**src/rtl/osd_msg_writer.sv**
```systemverilog
// Drives the OSD host port (io_osd/io_strobe/io_din) from the core side: bitmap line
// writes fetched from an external byte memory, plus one-word enable/disable commands.
module osd_msg_writer #(
  parameter int LINES    = 8,
  parameter int STROBE_W = 2,
  parameter int GAP      = 4,
  parameter int AW       = 11
) (
  input  logic          clk_sys,
  input  logic          rst_n,
  input  logic          req_write,
  input  logic          req_en,
  input  logic          req_dis,
  output logic          busy,
  output logic          done,
  output logic [AW-1:0] src_addr,
  input  logic [7:0]    src_data,
  output logic          io_osd,
  output logic          io_strobe,
  output logic [15:0]   io_din
);

  localparam logic [15:0] GAP_LAST  = 16'(GAP - 1);
  localparam logic [15:0] SW_LAST   = 16'(STROBE_W - 1);
  localparam logic [4:0]  LINE_LAST = 5'(LINES - 1);

  typedef enum logic [2:0] {S_IDLE, S_PRE, S_WHI, S_WLO, S_POST} state_t;
  typedef enum logic [1:0] {K_WR, K_EN, K_DIS} kind_t;

  state_t      r_state;
  kind_t       r_kind;
  logic [15:0] r_cnt;
  logic [8:0]  r_word;
  logic [4:0]  r_line;
  logic [7:0]  r_byte;
  logic        r_p_wr;
  logic        r_p_en;
  logic        r_p_dis;

  logic        w_dis;
  logic        w_en;
  logic        w_wr;
  logic [8:0]  w_last_word;
  logic [7:0]  w_byte;
  logic [4:0]  w_line_inc;
  logic [12:0] w_addr;

  // A request arriving while idle is served on the very next cycle.
  assign w_dis       = r_p_dis | req_dis;
  assign w_en        = r_p_en  | req_en;
  assign w_wr        = r_p_wr  | req_write;
  assign w_last_word = (r_kind == K_WR) ? 9'd256 : 9'd0;
  // With a 2-cycle low phase the capture cycle is also the update cycle.
  assign w_byte      = (r_cnt == 16'd1) ? src_data : r_byte;
  assign w_line_inc  = r_line + 5'd1;
  assign w_addr      = {r_line, r_word[7:0]};

  assign busy = (r_state != S_IDLE) | r_p_wr | r_p_en | r_p_dis;

  always_ff @(posedge clk_sys or negedge rst_n) begin
    if (!rst_n) begin
      r_state   <= S_IDLE;
      r_kind    <= K_WR;
      r_cnt     <= 16'd0;
      r_word    <= 9'd0;
      r_line    <= 5'd0;
      r_byte    <= 8'd0;
      r_p_wr    <= 1'b0;
      r_p_en    <= 1'b0;
      r_p_dis   <= 1'b0;
      done      <= 1'b0;
      src_addr  <= '0;
      io_osd    <= 1'b0;
      io_strobe <= 1'b0;
      io_din    <= 16'd0;
    end else begin
      done    <= 1'b0;
      r_p_wr  <= r_p_wr  | req_write;
      r_p_en  <= r_p_en  | req_en;
      r_p_dis <= r_p_dis | req_dis;
      case (r_state)
        S_IDLE: begin
          r_cnt  <= 16'd0;
          r_word <= 9'd0;
          r_line <= 5'd0;
          if (w_dis) begin
            r_p_dis <= 1'b0;
            r_kind  <= K_DIS;
            io_din  <= 16'h0040;
            io_osd  <= 1'b1;
            r_state <= S_PRE;
          end else if (w_en) begin
            r_p_en  <= 1'b0;
            r_kind  <= K_EN;
            io_din  <= 16'h0041;
            io_osd  <= 1'b1;
            r_state <= S_PRE;
          end else if (w_wr) begin
            r_p_wr  <= 1'b0;
            r_kind  <= K_WR;
            io_din  <= 16'h0020;
            io_osd  <= 1'b1;
            r_state <= S_PRE;
          end
        end
        S_PRE: begin
          if (r_cnt == GAP_LAST) begin
            r_cnt     <= 16'd0;
            io_strobe <= 1'b1;
            r_state   <= S_WHI;
          end else begin
            r_cnt <= r_cnt + 16'd1;
          end
        end
        S_WHI: begin
          if (r_cnt == SW_LAST) begin
            r_cnt     <= 16'd0;
            io_strobe <= 1'b0;
            r_state   <= S_WLO;
            // Word k>=1 carries byte k-1, so the word just sent indexes the next byte.
            if (r_word != w_last_word) begin
              src_addr <= AW'(w_addr);
            end
          end else begin
            r_cnt <= r_cnt + 16'd1;
          end
        end
        S_WLO: begin
          if (r_cnt == 16'd1) begin
            r_byte <= src_data;
          end
          if (r_cnt == SW_LAST) begin
            r_cnt <= 16'd0;
            if (r_word != w_last_word) begin
              r_word    <= r_word + 9'd1;
              io_din    <= {8'h00, w_byte};
              io_strobe <= 1'b1;
              r_state   <= S_WHI;
            end else begin
              io_osd  <= 1'b0;
              r_state <= S_POST;
            end
          end else begin
            r_cnt <= r_cnt + 16'd1;
          end
        end
        S_POST: begin
          if (r_cnt == GAP_LAST) begin
            r_cnt <= 16'd0;
            if (r_kind == K_WR && r_line != LINE_LAST) begin
              r_line  <= w_line_inc;
              r_word  <= 9'd0;
              io_din  <= {8'h00, 3'b001, w_line_inc};
              io_osd  <= 1'b1;
              r_state <= S_PRE;
            end else begin
              done    <= 1'b1;
              r_state <= S_IDLE;
            end
          end else begin
            r_cnt <= r_cnt + 16'd1;
          end
        end
        default: r_state <= S_IDLE;
      endcase
    end
  end

endmodule

```
**config.mk**
```make
export PLATFORM = sky130hd
export DESIGN_NAME = osd_msg_writer
export DESIGN_NICKNAME = d
export VERILOG_FILES = /design/src/rtl/osd_msg_writer.sv
export SDC_FILE = /design/constraint.sdc
export NUM_CORES = 1
export LEC_CHECK = 0
export ABC_AREA = 1
export BUFFER_PORTS_ARGS = -buffer_cell sky130_fd_sc_hd__buf_2
export CAP_MARGIN = 20
export CORE_UTILIZATION = 55
export DETAILED_ROUTE_END_ITERATION = 8
export PLACE_DENSITY = 0.77
export SLEW_MARGIN = 10
export SYNTH_ARGS = -nofsm -noshare
export SYNTH_HDL_FRONTEND = slang
export SYNTH_SLANG_ARGS = --single-unit
```
**constraint.sdc**
```tcl
create_clock -name clk_sys -period 2.84 [get_ports clk_sys]
set_clock_uncertainty 0.05 [all_clocks]
set_input_delay 0 -clock clk_sys [delete_from_list [all_inputs] [get_ports clk_sys]]
set_output_delay 0 -clock clk_sys [all_outputs]
set_load 0.005 [all_outputs]
```
# Yosys cells after proc, flatten, opt, wreduce, memory -nomap -nowiden
# Index checks and enable logic that the tools add are counted.
# W data, S select, Z words.
# op_classes
n_eq_ne	16
n_mux	55
reduce_logical	19
n_lt_le_gt_ge	0
n_shift	0
bitwise	6
n_mul	0
addsub	3
div_mod_pow	0
# ops
cell	n
$mux W16	9
$pmux W16 S3	2
$mux W9	5
$pmux W9 S3	1
$mux W3	8
$mux W1	21
$add A16 B1 Y16 const B	1
$eq A16 B1 Y1 const B	1
$eq A16 B2 Y1 const B	1
$pmux W3 S5	1
$reduce_and A5 Y1	3
$reduce_bool A3 Y1	5
$ne A2 B2 Y1 const B	7
$reduce_and A6 Y1	2
$mux W5	2
$pmux W5 S2	1
$add A9 B1 Y9 const B	1
$ne A9 B9 Y1	1
$eq A3 B2 Y1 const B	2
$mux W2	3
$or A1 B1 Y1	6
$pmux W1 S3	2
$reduce_and A3 Y1	2
$add A5 B1 Y5 const B	1
other kinds (10)	11
# word_totals
rom_bits	0
inputBits	13
memories	0
out_inout_bits	31
latchBits	0
register_bits	68
ram_bits	0
word_cells	112

# Logic depth before layout (Yosys ltp)
# logic_depth
ltp_word	6
depth_mapped	11
mapped_depth_nobuf	11

# Least setup slack after synthesis
# Ideal clock, no wire load.
# synth_path
kind	register -> register
start	register r_line[0]
end	register r_word[6]
period_less_slack_ns	1.591
setup_slack_ns	1.249
arrival_ns	1.464
stages_incl_launch_ff	12
required_time_ns	2.714
setup_ns	0.076
cell_sequence	dfrtp_1 ha_1 nand2_1 inv_1 nand2_1 nand2_1 a21oi_2 nand2_2 nor2_8 buf_6 nand2_1 o21ai_1
# synth_via
elab_chain_cells	4
# synth_lines
item	line_no	rtl
from (decl)	34	logic [4:0] r_line;
from (signal assigned)	151	r_line <= w_line_inc;
$ne A5 B3 Y1	150	if (r_kind == K_WR && r_line != LINE_LAST) begin
$logic_and A1 B1 Y1	150	
$ne A2 B2 Y1 (no source line)	n/a	
$reduce_and A5 Y1 (no source line)	n/a	
to (signal assigned)	135	r_word <= r_word + 9'd1;
to (decl)	33	logic [8:0] r_word;
# No other way between the ends.
# A chain may end at the register's enable or synchronous reset.

# Worst setup path after layout
# layout_path
start	register r_state[2]
end	register io_din[6]
# layout_via
elab_chain_cells	3
elab_cells_between_ends	11
# layout_lines
item	line_no	rtl
from (decl)	30	state_t r_state;
from (signal assigned)	62	r_state <= S_IDLE;
from (signal assigned)	91	r_state <= S_PRE;
from (signal assigned)	97	r_state <= S_PRE;
$eq A3 B2 Y1 (tied with other cells)	81	case (r_state)
$ne A2 B2 Y1 (no source line) (tied with other cells)	n/a	
$reduce_and A6 Y1 (no source line)	n/a	
to (signal assigned)	136	io_din <= {8'h00, w_byte};
to (signal assigned)	153	io_din <= {8'h00, 3'b001, w_line_inc};
to (decl)	20	output logic [15:0] io_din
# Parallel ways exist; a longest one is shown, timed or not.

==> results.tsv <==
stage	metric	value	unit
power_and_ir_drop	p_clk_share	44.2	%
clock_tree	cts_setup_buffers	0	
placed_design	io_buffers	35	
route	num_vias	2995	
power_and_ir_drop	power_density	432	nW/µm²
placed_design	gp_congestion	0.869	
die	die_w	79.6	µm
clock_tree	cts-root-buf	clkbuf_8	
critical_path	r2r_slack	0.84	ns
die	die_h	79.6	µm
hold_path	min_path_type	in2async	
global_routing	grt_pass1_wl	12.9	mm
timing	setup_violations	0	
synthesis	yosysSeqAreaShare	45.4	%
critical_path	cp.arrival	2.19	ns
clock_tree	cts_tree	yes	
flow_run	cap_violations	0	
critical_path	worstReg2RegStart	r_state[2]	
cells_and_area	layout_commonest_cell	nand2_1	
placed_design	place_ws	0.864	ns
power_and_ir_drop	ir_worst_vdd	326	µV
power_and_ir_drop	p_int	1280	µW
global_routing	grt_max_degree	49	
clock_tree	cts-buffers-inserted	9	
synthesis	syn_area	3310	µm²
die	start_util	58.6	%
power_and_ir_drop	power_switching	360	µW
run_status	outcome	completed	
critical_path	critPathMaxFanout	12	
synthesis	avgSynthCellArea	7.38	µm²
critical_path	startpoint_type	flip-flop	
synthesis	synth_top_area_share	45.4	%
synthesis	ys_types	31	
timing	fin_tns_setup	0	ns
power_and_ir_drop	seqPwrFrac	52.6	%
critical_path	timing.rr.end	io_din[6]	
global_routing	track_usage	26.4	%
cells_and_area	finalNetCount	517	
synthesis	syn_inst	448	
route	drtPass1Iterations	4	
timing	rsz0062_at_grt	no	
timing	setup_slack	0.835	ns
critical_path	end_kind	flip-flop	
timing	fin_crit	2.00	ns
clock_tree	clkTransAtPathRegs	0.07	ns
power_and_ir_drop	sw_frac_of_total	21.9	%
die	core	5640	µm²
die	ioPinCount	44	
critical_path	rr_worst_depth	8	
timing	slew_headroom	59.2	%
cells_and_area	diodes	0	
timing	worstMarginPinSlew	0.610	ns
synthesis	synth_top_cell_by_area	dfrtp_1	
synthesis	synth-seq-cells	60	
clock_tree	clkLatencyLatePin	0.34	ns
critical_path	worstPathRequired	3.03	ns
synthesis	ys_top_cells_by_area	dfrtp_1 (45%), nand2_1 (16%), nor2_1 (6.1%), nand3_1 (5.3%), inv_1 (4.5%)	
die	rows	27	
timing	max_freq	499	MHz
critical_path	crit_type	reg2reg	
timing	fin_crit_sh	70.6	%
route	drc	0	
power_and_ir_drop	p_leak	0.00185	µW
route	ant_nets	0	
clock_tree	h-tree-depth	3	
clock_tree	clock-sinks	60	
global_routing	antenna_found_initial	0	
cells_and_area	final_cell_mix	nand2_1 (137), dfrtp_1 (60), nor2_1 (54)	
placed_design	dp_hpwl	5.21	mm
route	routed_via_density	5.20	
timing	final-hold-violation-count	0	
cells_and_area	areaGrowthSynthToFinish	14.8	%
timing	slew_violations	0	
route	wl_per_cell	12.7	µm
synthesis	yosys_warnings	0	
cells_and_area	drive_gt1_share	14.3	%
die	dieArea	6330	µm²
clock_tree	cts_buffer_depth	2	
cells_and_area	num-fill-cells	463	
route	wl	7.32	mm
power_and_ir_drop	power_frac_comb	3.2	%
global_routing	grt_pass1_vias	2976	
route	drt_iter0_drc	169	
global_routing	grt-ovfl-total	0	
## worst max-delay path by stage
stage / startpoint / cells after the start / slack, ns / endpoint
floorplan: r_line[0] / 11 / 1.25 / r_word[6]
global placement: r_state[2] / 8 / 0.91 / io_din[5]
detailed placement: r_cnt[1] / 9 / 0.86 / src_addr[7]
CTS: r_cnt[1] / 9 / 0.83 / src_addr[7]
global route: r_cnt[12] / 8 / 0.60 / src_addr[7]
finish: r_state[2] / 8 / 0.84 / io_din[6]
## power by group through the flow
| stage | registers (µW) | clock network [µW] | logic (µW) |
|---|---|---|---|
| after CTS | 863 | 740 | 53.1 |
| after global placement | 879 | 0 | 39.6 |
| after detailed placement | 879 | 0 | 40.4 |
| after global routing | 863 | 786 | 60.4 |
| after floorplan | 880 | 0 | 14.7 |
| final | 864 | 725 | 51.8 |
## repair_timing
| action | CTS | global route |
|---|---|---|
| gates resized for setup | 0 | 0 |
| endpoints found under the hold margin | 24 | 0 |
| endpoints found under the setup margin | 0 | 0 |
| hold buffers | 12 | 0 |
## layout make-up
type	count	area [µm²]	area share (%)
Multi-Input combinational cell	334	1550	40.8
Clock buffer	10	128	3.36
Tap cell	72	90.1	2.37
Timing Repair Buffer	48	303	7.97
Clock inverter	6	55.1	1.45
Inverter	46	173	4.55
Sequential cell	60	1500	39.5
## sequential cells by signal, summed over array words and instances, names as in the netlist, 2 cells and up
signal and count:
r_line 5, r_word 9, r_state 3, io_din 8
src_addr 11, r_kind 2, r_cnt 16
## critical path, cell delays in order (launching register included)
cell and delay, ns:
dfrtp_1 0.49, nor2_2 0.51, nor2_1 0.14, inv_1 0.09, nand2_1 0.08, nor2_4 0.23, nand2_2 0.16, nand2_1 0.10
nand2_1 0.05
## kinds of logic after synthesis
family / share of synthesized area (%)
AO/OA/AOI/OAI: 10.4
other: 0.113
XOR/XNOR: 1.32
flip-flops: 45.4
AND/OR/NAND/NOR: 32.3
adder cells (fa/ha/maj): 1.89
buffers and inverters: 8.62
## per-layer routing
metal	routed length (µm)	GRT usage (%)	part of all wire (%)	vias to the layer above
met5	0	0	0	-
met4	62	8.73	0.85	0
met3	350	6.29	4.8	8
met2	3590	45.6	49	77
met1	3310	32.0	45	1392
li1	-	-	-	1518
## synthesized netlist by cell type
library cell / count
buf_4: 8
nand3_1: 35
nand4_1: 3
a31oi_1: 2
ha_1: 5
a22o_1: 1
clkbuf_1: 1
conb_1: 1
nor2_8: 1
a21oi_2: 1
nor2_2: 3
buf_6: 3
o21ai_1: 28
o211ai_1: 1
dfrtp_1: 60
nand2_1: 137
nand2_2: 7
nor2_1: 54
nor2_4: 2
and2_1: 1
inv_1: 40
o22ai_1: 4
buf_2: 3
inv_2: 6
o21ai_0: 16
nor3_1: 8
xnor2_1: 3
xor2_1: 2
o21bai_1: 2
or2_2: 1
a21oi_1: 9
## per-stage QoR
step	cells	cell area (µm²)	utilization [%]	hold WS, ns	total power [µW]
finish	576	3800	67.3	0.0253	1640
global route	576	3800	67.3	0.0489	1710
CTS	576	3800	67.3	0.0263	1660
detailed placement	548	3490	61.9	-0.153	920
global placement	548	3490	61.9	-0.156	919
floorplan	455	3330	-	-0.346	895
(Power assumes the default switching activity.)
